## config.mk

```make
export PLATFORM = sky130hd
export DESIGN_NAME = dm_access_ctrl
export DESIGN_NICKNAME = d
export VERILOG_FILES = /design/src/rtl/dm_access_ctrl.sv
export SDC_FILE = /design/constraint.sdc
export NUM_CORES = 1
export LEC_CHECK = 0
export BUFFER_PORTS_ARGS = -buffer_cell sky130_fd_sc_hd__buf_4
export CAP_MARGIN = 20
export CORE_MARGIN = 5
export CORE_UTILIZATION = 48
export DETAILED_ROUTE_END_ITERATION = 8
export PLACE_DENSITY = 0.8
export SYNTH_ARGS = -nofsm -noshare
export SYNTH_HDL_FRONTEND = slang
export SYNTH_SLANG_ARGS = --single-unit
```

## constraint.sdc

```tcl
create_clock -name clk -period 2.2 [get_ports clk]
set_input_delay 0 -clock clk [delete_from_list [all_inputs] [get_ports clk]]
set_output_delay 0 -clock clk [all_outputs]
set_load 0.01 [all_outputs]
```

## src/rtl/dm_access_ctrl.sv

```systemverilog
// dm_access_ctrl: initiator side of the data-memory port.
// Converts byte/half/word loads and stores from the MEM stage into word
// accesses on a combinational-read memory. Sub-word stores are performed as
// read-modify-write; sub-word loads are lane-selected and extended.
// Optional feature macro: DM_RANGE_CHECK_EN (flags any address bit above AW-1).
module dm_access_ctrl #(
    parameter int AW = 12
) (
    input  logic          clk,
    input  logic          rst_n,
    input  logic          req_valid,
    output logic          req_ready,
    input  logic          req_we,
    input  logic [1:0]    req_size,
    input  logic          req_sign,
    input  logic [31:0]   req_addr,
    input  logic [31:0]   req_wdata,
    output logic          resp_valid,
    output logic          resp_err,
    output logic [31:0]   resp_rdata,
    output logic [AW-3:0] dm_addr,
    output logic [31:0]   dm_din,
    output logic          dm_wr,
    input  logic [31:0]   dm_dout
);

    localparam logic [2:0] ST_IDLE   = 3'd0;
    localparam logic [2:0] ST_LOAD   = 3'd1;
    localparam logic [2:0] ST_RMW_RD = 3'd2;
    localparam logic [2:0] ST_WRITE  = 3'd3;
    localparam logic [2:0] ST_RESP   = 3'd4;

    localparam logic [1:0] SZ_BYTE = 2'b00;
    localparam logic [1:0] SZ_HALF = 2'b01;
    localparam logic [1:0] SZ_WORD = 2'b10;

    // Select the addressed lane of a memory word and sign/zero extend it.
    function automatic logic [31:0] load_extract(
        input logic [31:0] word,
        input logic [1:0]  off,
        input logic [1:0]  size,
        input logic        sign
    );
        logic [31:0] shifted;
        logic [31:0] res;
        shifted = word >> {off, 3'b000};
        case (size)
            SZ_BYTE: res = sign ? {{24{shifted[7]}}, shifted[7:0]}
                                : {24'h000000, shifted[7:0]};
            SZ_HALF: res = sign ? {{16{shifted[15]}}, shifted[15:0]}
                                : {16'h0000, shifted[15:0]};
            default: res = word;
        endcase
        return res;
    endfunction

    // Replace the addressed byte/half of the old word with right-aligned store data.
    function automatic logic [31:0] store_merge(
        input logic [31:0] old_word,
        input logic [31:0] wdata,
        input logic [1:0]  off,
        input logic [1:0]  size
    );
        logic [31:0] res;
        case (size)
            SZ_BYTE: begin
                case (off)
                    2'd0:    res = {old_word[31:8], wdata[7:0]};
                    2'd1:    res = {old_word[31:16], wdata[7:0], old_word[7:0]};
                    2'd2:    res = {old_word[31:24], wdata[7:0], old_word[15:0]};
                    2'd3:    res = {wdata[7:0], old_word[23:0]};
                    default: res = old_word;
                endcase
            end
            SZ_HALF: res = off[1] ? {wdata[15:0], old_word[15:0]}
                                  : {old_word[31:16], wdata[15:0]};
            default: res = wdata;
        endcase
        return res;
    endfunction

    logic [2:0]    state_q, state_d;
    logic [1:0]    size_q, size_d;
    logic          sign_q, sign_d;
    logic [AW-1:0] addr_q, addr_d;
    logic [31:0]   data_q, data_d;
    logic          resp_valid_q, resp_valid_d;
    logic          resp_err_q, resp_err_d;
    logic [31:0]   resp_rdata_q, resp_rdata_d;

    logic          misalign_s;
    logic          range_err_s;
    logic          req_err_s;

`ifdef DM_RANGE_CHECK_EN
    // Any address bit beyond the memory window makes the request an error.
    assign range_err_s = |req_addr[31:AW];
`else
    logic addr_hi_unused_s;
    // Upper address bits alias into the memory window and are not examined.
    assign addr_hi_unused_s = ^req_addr[31:AW];
    assign range_err_s      = 1'b0;
`endif

    // Classify the incoming request as misaligned or reserved-size.
    always_comb begin
        misalign_s = 1'b0;
        case (req_size)
            SZ_BYTE: misalign_s = 1'b0;
            SZ_HALF: misalign_s = req_addr[0];
            SZ_WORD: misalign_s = (req_addr[1:0] != 2'b00);
            default: misalign_s = 1'b1;
        endcase
        req_err_s = misalign_s | range_err_s;
    end

    // Next-state, request capture and response formation.
    always_comb begin
        state_d      = state_q;
        size_d       = size_q;
        sign_d       = sign_q;
        addr_d       = addr_q;
        data_d       = data_q;
        resp_valid_d = 1'b0;
        resp_err_d   = 1'b0;
        resp_rdata_d = resp_rdata_q;
        case (state_q)
            ST_IDLE: begin
                if (req_valid) begin
                    size_d = req_size;
                    sign_d = req_sign;
                    addr_d = req_addr[AW-1:0];
                    data_d = req_wdata;
                    if (req_err_s) begin
                        // No memory access: report the error next cycle.
                        state_d      = ST_RESP;
                        resp_valid_d = 1'b1;
                        resp_err_d   = 1'b1;
                    end else if (!req_we) begin
                        state_d = ST_LOAD;
                    end else if (req_size == SZ_WORD) begin
                        state_d = ST_WRITE;
                    end else begin
                        state_d = ST_RMW_RD;
                    end
                end else begin
                    state_d = ST_IDLE;
                end
            end
            ST_LOAD: begin
                resp_rdata_d = load_extract(dm_dout, addr_q[1:0], size_q, sign_q);
                resp_valid_d = 1'b1;
                state_d      = ST_RESP;
            end
            ST_RMW_RD: begin
                // data_q still holds the right-aligned store data here.
                data_d  = store_merge(dm_dout, data_q, addr_q[1:0], size_q);
                state_d = ST_WRITE;
            end
            ST_WRITE: begin
                resp_valid_d = 1'b1;
                state_d      = ST_RESP;
            end
            ST_RESP: begin
                state_d = ST_IDLE;
            end
            default: begin
                state_d = ST_IDLE;
            end
        endcase
    end

    // State and output registers with synchronous active-low reset.
    always_ff @(posedge clk) begin
        if (!rst_n) begin
            state_q      <= ST_IDLE;
            size_q       <= 2'b00;
            sign_q       <= 1'b0;
            addr_q       <= '0;
            data_q       <= 32'h0000_0000;
            resp_valid_q <= 1'b0;
            resp_err_q   <= 1'b0;
            resp_rdata_q <= 32'h0000_0000;
        end else begin
            state_q      <= state_d;
            size_q       <= size_d;
            sign_q       <= sign_d;
            addr_q       <= addr_d;
            data_q       <= data_d;
            resp_valid_q <= resp_valid_d;
            resp_err_q   <= resp_err_d;
            resp_rdata_q <= resp_rdata_d;
        end
    end

    assign req_ready  = (state_q == ST_IDLE);
    assign resp_valid = resp_valid_q;
    assign resp_err   = resp_err_q;
    assign resp_rdata = resp_rdata_q;
    assign dm_addr    = addr_q[AW-1:2];
    assign dm_din     = data_q;
    // Reset gates the strobe immediately so an aborted write never lands.
    assign dm_wr      = rst_n & (state_q == ST_WRITE);

endmodule

```

==> results.py, run 1 <==
metrics = {
    "outcome": {
        "status": "completed",
    },
    "logic_synthesis": {
        "synth_warnings": 0,
        "synth_area_per_cell_um2": 8.20,
        "ys_seq_area_frac": 0.392,
        "synth_area_mm2": 0.00429,
        "yosys-top-cells-area": "dfxtp_1, a21oi_1, nand2_1, mux2i_1, o21ai_0",
        "synth_edf_count": 0,
        "yosysTopAreaCellShare": 0.392,
        "netlist_instances": 523,
        "synth-async-reset-ratio": 0,
        "syn-num-nets": 626,
        "yosys_register_bits": 84,
        "yosysTopAreaCell": "dfxtp_1",
        "synth_cell_type_count": 40,
        "synth_ff_type": "dfxtp_1",
    },
    "timing": {
        "setup_viol": 0,
        "max_freq_mhz": 477,
        "worst_slew_pin_slew_ns": 0.609,
        "finClkSkew_ns": 0.0100,
        "rsz0062_at_grt": "false",
        "relSlewSlack": 0.591,
        "period_needed_ns": 2.10,
        "finalHoldViolations": 0,
        "finalMaxSlewViolations": 0,
        "tns_ns": 0,
        "finalCritPeriodShare": 0.954,
    },
    "flow_run": {
        "cap_viol_max_count": 0,
    },
    "drt": {
        "drt_first_pass_iters": 5,
        "drtIter0Drc": 482,
        "wl_per_cell_um": 19.1,
        "detail-route-antenna-nets": 0,
        "wirelength_mm": 16.0,
        "drc": 0,
        "via_count": 5021,
        "drt-vias-per-instance": 6.01,
    },
    "final_layout": {
        "syn_to_final_growth_pct": 49.3,
        "utilization": 0.734,
        "drive_above_1_share": 0.292,
        "multi_input_area_mm2": 0.00229,
        "final.fill_count": 610,
        "regArea_mm2": 0.00168,
        "layout.cells.non_filler": 835,
        "final_nets": 824,
    },
    "placement": {
        "dp.cells": 752,
        "portBuffers": 160,
        "dp_hpwl_mm": 11.0,
        "place_congestion": 0.969,
    },
    "global_routing": {
        "grtUsageTotal": 0.278,
        "gr-total-overflow": 0,
        "grt_max_degree": 62,
        "grt_pass1_wl_mm": 24.9,
        "antenna_found_initial": 1,
        "grt_pass1_vias": 4788,
    },
    "floorplan": {
        "fp.dieW_um": 105,
        "dieArea_mm2": 0.0109,
        "num_io_pins": 181,
        "core_area_mm2": 0.00872,
        "start_util": 0.492,
        "die_h_um": 105,
        "num_rows": 34,
    },
    "worst_setup_path": {
        "slowest_delay_ns": 0.60,
        "worst-endpoint-required_ns": 2.44,
        "crit_slowest_cell": "dfxtp_1",
        "crit_path_start_kind": "flop",
        "critPathMaxFanout": 12,
        "cp-end-kind": "flop",
        "criticalPathCategory": "reg -> reg",
        "regToRegSetupSlack_ns": 0.10,
        "crit_arrival_ns": 2.34,
        "path_cells": "inv_1 > o21ai_1 > a221oi_1 > o32ai_1",
    },
    "cts": {
        "clkTransAtPathRegs_ns": 0.08,
        "insertion_delay_ns": 0.36,
        "cts-root-buf": "clkbuf_8",
        "htree_levels": 3,
        "cts_buffers": 9,
        "clock_path_buffers": 2,
        "cts_tree": "done",
        "cts.sinks": 84,
    },
    "power_and_ir_drop": {
        "p_leak_uw": 0.00275,
        "powerDensity_mw_per_mm2": 671,
        "vdd_drop_max_v": 0.000384,
        "p_total_uw": 4300,
    },
    "min_path": {
        "hp-class": "in -> reg",
    },
}
## cell usage after synthesis, types with 2 or more instances
cell,instances
a21oi_1,81
a21oi_2,2
a221oi_1,9
a311oi_2,8
a31oi_1,8
and2_1,11
buf_1,2
buf_2,10
buf_4,13
clkbuf_1,30
dfxtp_1,84
inv_1,12
mux2i_1,24
nand2_1,67
nand2b_1,6
nand3_1,14
nand4_1,8
nor2_1,11
nor2b_1,10
nor3_1,4
o21ai_0,42
o21ai_1,3
o21ai_2,2
o221ai_1,15
o22ai_1,9
o2bb2ai_1,16
o32ai_1,9
## registers in the layout (all words and copies together) (netlist names)
| signal | flops |
|---|---|
| resp_err | 1 |
| dm_din | 32 |
| resp_rdata | 32 |
| addr_q | 12 |
| sign_q | 1 |
| size_q | 2 |
| resp_valid | 1 |
| state_q | 3 |
## where the power goes
group | switching, µW | internal [µW] | total [µW]
Sequential | 123 | 1660 | 1780
Combinational | 609 | 554 | 1160
Clock | 561 | 792 | 1350
Total | 1290 | 3000 | 4300
## worst max-delay path: cells and delay by family (launching register included)
family	cells	cell delay, ns
compound gates	3	1.03
flops	1	0.60
buf+inv	1	0.34
## cells in the final DEF (no fill, tap or decap), drive strengths merged, types with 14 or more instances in the layout
master         n
buf          177
dfxtp         84
a21oi         83
nand2         67
dlygate4sd3   66
o21ai         47
mux2i         24
o2bb2ai       16
o221ai        15
nand3         14
inv           14
## per-stage QoR
step                instance area, µm²  setup WS, ns  hold slack [ns]
floorplan                         4290         0.568            0.136
detailed placement                5480         0.203            0.256
global route                      6400       0.00622           0.0170
global placement                  5480         0.248            0.243
CTS                               6390         0.145         0.000258
finish                            6400         0.102          0.00601
## cell type report
| type | count | share of cell area |
|---|---|---|
| Tap cell | 108 | 0.0211 |
| Inverter | 14 | 0.00821 |
| Clock inverter | 5 | 0.0168 |
| Clock buffer | 11 | 0.0221 |
| Multi-Input combinational cell | 369 | 0.358 |
| Antenna cell | 1 | 0.000391 |
| Sequential cell | 84 | 0.263 |
| Timing Repair Buffer | 243 | 0.311 |
## routing by layer
| metal | global-route usage | up-vias | routed length, µm |
|---|---|---|---|
| met5 | 0 | - | 0 |
| met4 | 0.139 | 0 | 694 |
| met3 | 0.0720 | 62 | 1770 |
| met2 | 0.427 | 333 | 7310 |
| met1 | 0.361 | 2320 | 6220 |
| li1 | - | 2306 | - |
## cells by family after synthesis
group | synth area share
buffers and inverters | 0.0773
and+or+nand+nor | 0.153
muxes | 0.0587
DFF | 0.392
AOI/OAI and AO/OA | 0.318
## path summary, 6_finish.rpt
path                     start   endpoint  depth (start not counted)
setup / recovery     addr_q[1]  dm_din[9]                          4
hold / removal    req_wdata[8]  dm_din[8]                          3
setup reg to reg     addr_q[1]  dm_din[9]                          4
hold reg to reg      addr_q[2]  addr_q[2]                          2
## repair_timing
| action | CTS | global route |
|---|---|---|
| buffers inserted | 0 | 0 |
| hold endpoints to repair | 67 | 0 |
| hold buffers | 66 | 0 |
| gates resized for setup | 0 | 2 |
| setup endpoints to repair | 0 | 8 |
(Power assumes the default switching activity.)
==> run 2, diff against run 1 <==
==> constraint.sdc (replaced) <==
create_clock -name clk -period 2.2 [get_ports clk]
set_input_delay 0.11 -clock clk [delete_from_list [all_inputs] [get_ports clk]]
set_output_delay 0.11 -clock clk [all_outputs]
set_load 0.01 [all_outputs]
==> run 2 against run 1 <==
  * The run now ends with negative hold slack left
  * Maximum frequency is 2.0% higher
  * Clock skew is 0.0019 ns lower
  * Setup slack better by 0.041 ns
  * Clock power about the same
  * First-iteration DRC count down 17%
  * Count of clock-buffer cells in the layout fell by 1
  * Combinational power shrank 7%
  * Utilization shrank 6.2 points
  * Global-route usage decreased by 1.5 points
  * Routed wire length decreased by 6.2%
  * Power down 2.6%
  * Largest cell class unchanged
==> results.py, run 2 (synthesized netlist as in run 1, its figures left out) <==
metrics = {
    "placement": {
        "dp_hpwl_mm": 11.1,
        "place_congestion": 0.975,
        "portBuffers": 160,
        "dp.cells": 752,
    },
    "power_and_ir_drop": {
        "vdd_drop_max_v": 0.000357,
        "powerDensity_mw_per_mm2": 714,
        "p_leak_uw": 0.00252,
    },
    "timing": {
        "finalMaxSlewViolations": 0,
        "finalHoldWorstSlack_ns": -0.0000504,
        "rsz0062_at_grt": "false",
        "finalCritPeriodShare": 0.935,
        "worst_slew_pin_slew_ns": 0.660,
        "finClkSkew_ns": 0.00817,
        "setup_viol": 0,
        "tns_ns": 0,
        "max_freq_mhz": 486,
        "relSlewSlack": 0.557,
        "finalHoldViolations": 1,
        "period_needed_ns": 2.06,
    },
    "flow_run": {
        "cap_viol_max_count": 0,
    },
    "cts": {
        "cts_buffers": 9,
        "insertion_delay_ns": 0.36,
        "cts-root-buf": "clkbuf_8",
        "clkTransAtPathRegs_ns": 0.09,
        "clock_path_buffers": 2,
        "htree_levels": 3,
        "cts_tree": "done",
        "cts.sinks": 84,
    },
    "drt": {
        "via_count": 4764,
        "wirelength_mm": 15.0,
        "detail-route-antenna-nets": 0,
        "wl_per_cell_um": 19.2,
        "drc": 0,
        "drt_first_pass_iters": 5,
        "drtIter0Drc": 398,
        "drt-vias-per-instance": 6.09,
    },
    "final_layout": {
        "final_nets": 772,
        "layout.cells.non_filler": 782,
        "final_cell_mix": "buf_4, dfxtp_1, a21oi_1",
        "syn_to_final_growth_pct": 36.7,
        "final_common_cell": "buf_4",
        "num_antenna_cells": 0,
        "drive_above_1_share": 0.315,
        "final.fill_count": 717,
    },
    "worst_setup_path": {
        "regToRegSetupSlack_ns": 0.14,
        "critPathMaxFanout": 14,
        "crit_slowest_cell": "a21boi_2",
        "path_cells": "nand2b_1 > a21boi_2 > nand3_1 > o32ai_1",
        "crit_buf_inv": 0,
        "crit_family": "compound AO/OA/AOI/OAI gates",
        "crit_path_start_kind": "flop",
        "slowest_delay_ns": 0.55,
        "crit_arrival_ns": 2.31,
        "cp-end-kind": "flop",
        "worst-endpoint-required_ns": 2.45,
        "criticalPathCategory": "reg -> reg",
    },
    "floorplan": {
        "core_area_mm2": 0.00872,
        "num_io_pins": 181,
        "dieArea_mm2": 0.0109,
        "fp.dieW_um": 105,
        "start_util": 0.492,
        "num_rows": 34,
        "die_h_um": 105,
    },
    "min_path": {
        "hp-class": "in -> reg",
    },
    "global_routing": {
        "grt_max_degree": 40,
        "grtUsageTotal": 0.262,
        "grt_pass1_vias": 4417,
        "antenna_found_initial": 0,
        "grt_pass1_wl_mm": 23.5,
        "gr-total-overflow": 0,
    },
    "outcome": {
        "status": "finished with violations",
        "failed_checks": "negative hold slack",
    },
}
## run 2: path summary, 6_finish.rpt
path	endpoint	from	cells past startpoint
min reg2reg	addr_q[11]	addr_q[11]	2
max reg2reg	dm_din[8]	state_q[1]	4
max	dm_din[8]	state_q[1]	4
min	addr_q[10]	req_addr[10]	3
## run 2: routing by layer
metal	wire [µm]	vias to the layer above	share of wire	track usage
met5	0	-	0	0
met4	437	0	0.029	0.0860
met3	1650	43	0.11	0.0757
met2	6840	311	0.46	0.406
met1	6080	2213	0.40	0.352
li1	-	2197	-	-
## run 2: worst min-delay path: stages
cell and delay [ns]:
buf_4 0.11, nand2_1 0.04, a21oi_1 0.05
## run 2: final cells by class
| cell class | instances | area, µm² | share of cell area |
|---|---|---|---|
| inverter | 14 | 52.6 | 0.00897 |
| timing repair buffer | 191 | 1470 | 0.251 |
| clock buffer | 10 | 128 | 0.0218 |
| clock inverter | 6 | 111 | 0.0190 |
| multi-input combinational | 369 | 2280 | 0.390 |
| sequential | 84 | 1680 | 0.287 |
| tap | 108 | 135 | 0.0231 |
## run 2: repair_timing
item                                    in CTS  in global routing
hold buffers                                13                  1
resized for setup                            0                  1
buffers inserted                             0                  0
endpoints found under the setup margin       0                  8
endpoints found under the hold margin       13                  1
## run 2: per-stage QoR
stage	total power [µW]	hold WS, ns	util	area, µm²	setup slack, ns
2_1_floorplan	2370	0.246	-	4290	0.568
3_3_place_gp	2820	0.352	0.628	5480	0.227
3_5_place_dp	2850	0.359	0.628	5480	0.149
4_1_cts	4170	0.000124	0.670	5850	0.0914
5_1_grt	4370	0.0149	0.672	5860	0.00717
6_report	4180	-0.0000504	0.672	5860	0.143
## run 2: report_power, final
group	switching [µW]	total, µW	internal [µW]	leakage, µW
Clock	571	1330	757	0.000117
Sequential	120	1780	1660	0.000688
Combinational	584	1080	493	0.00172
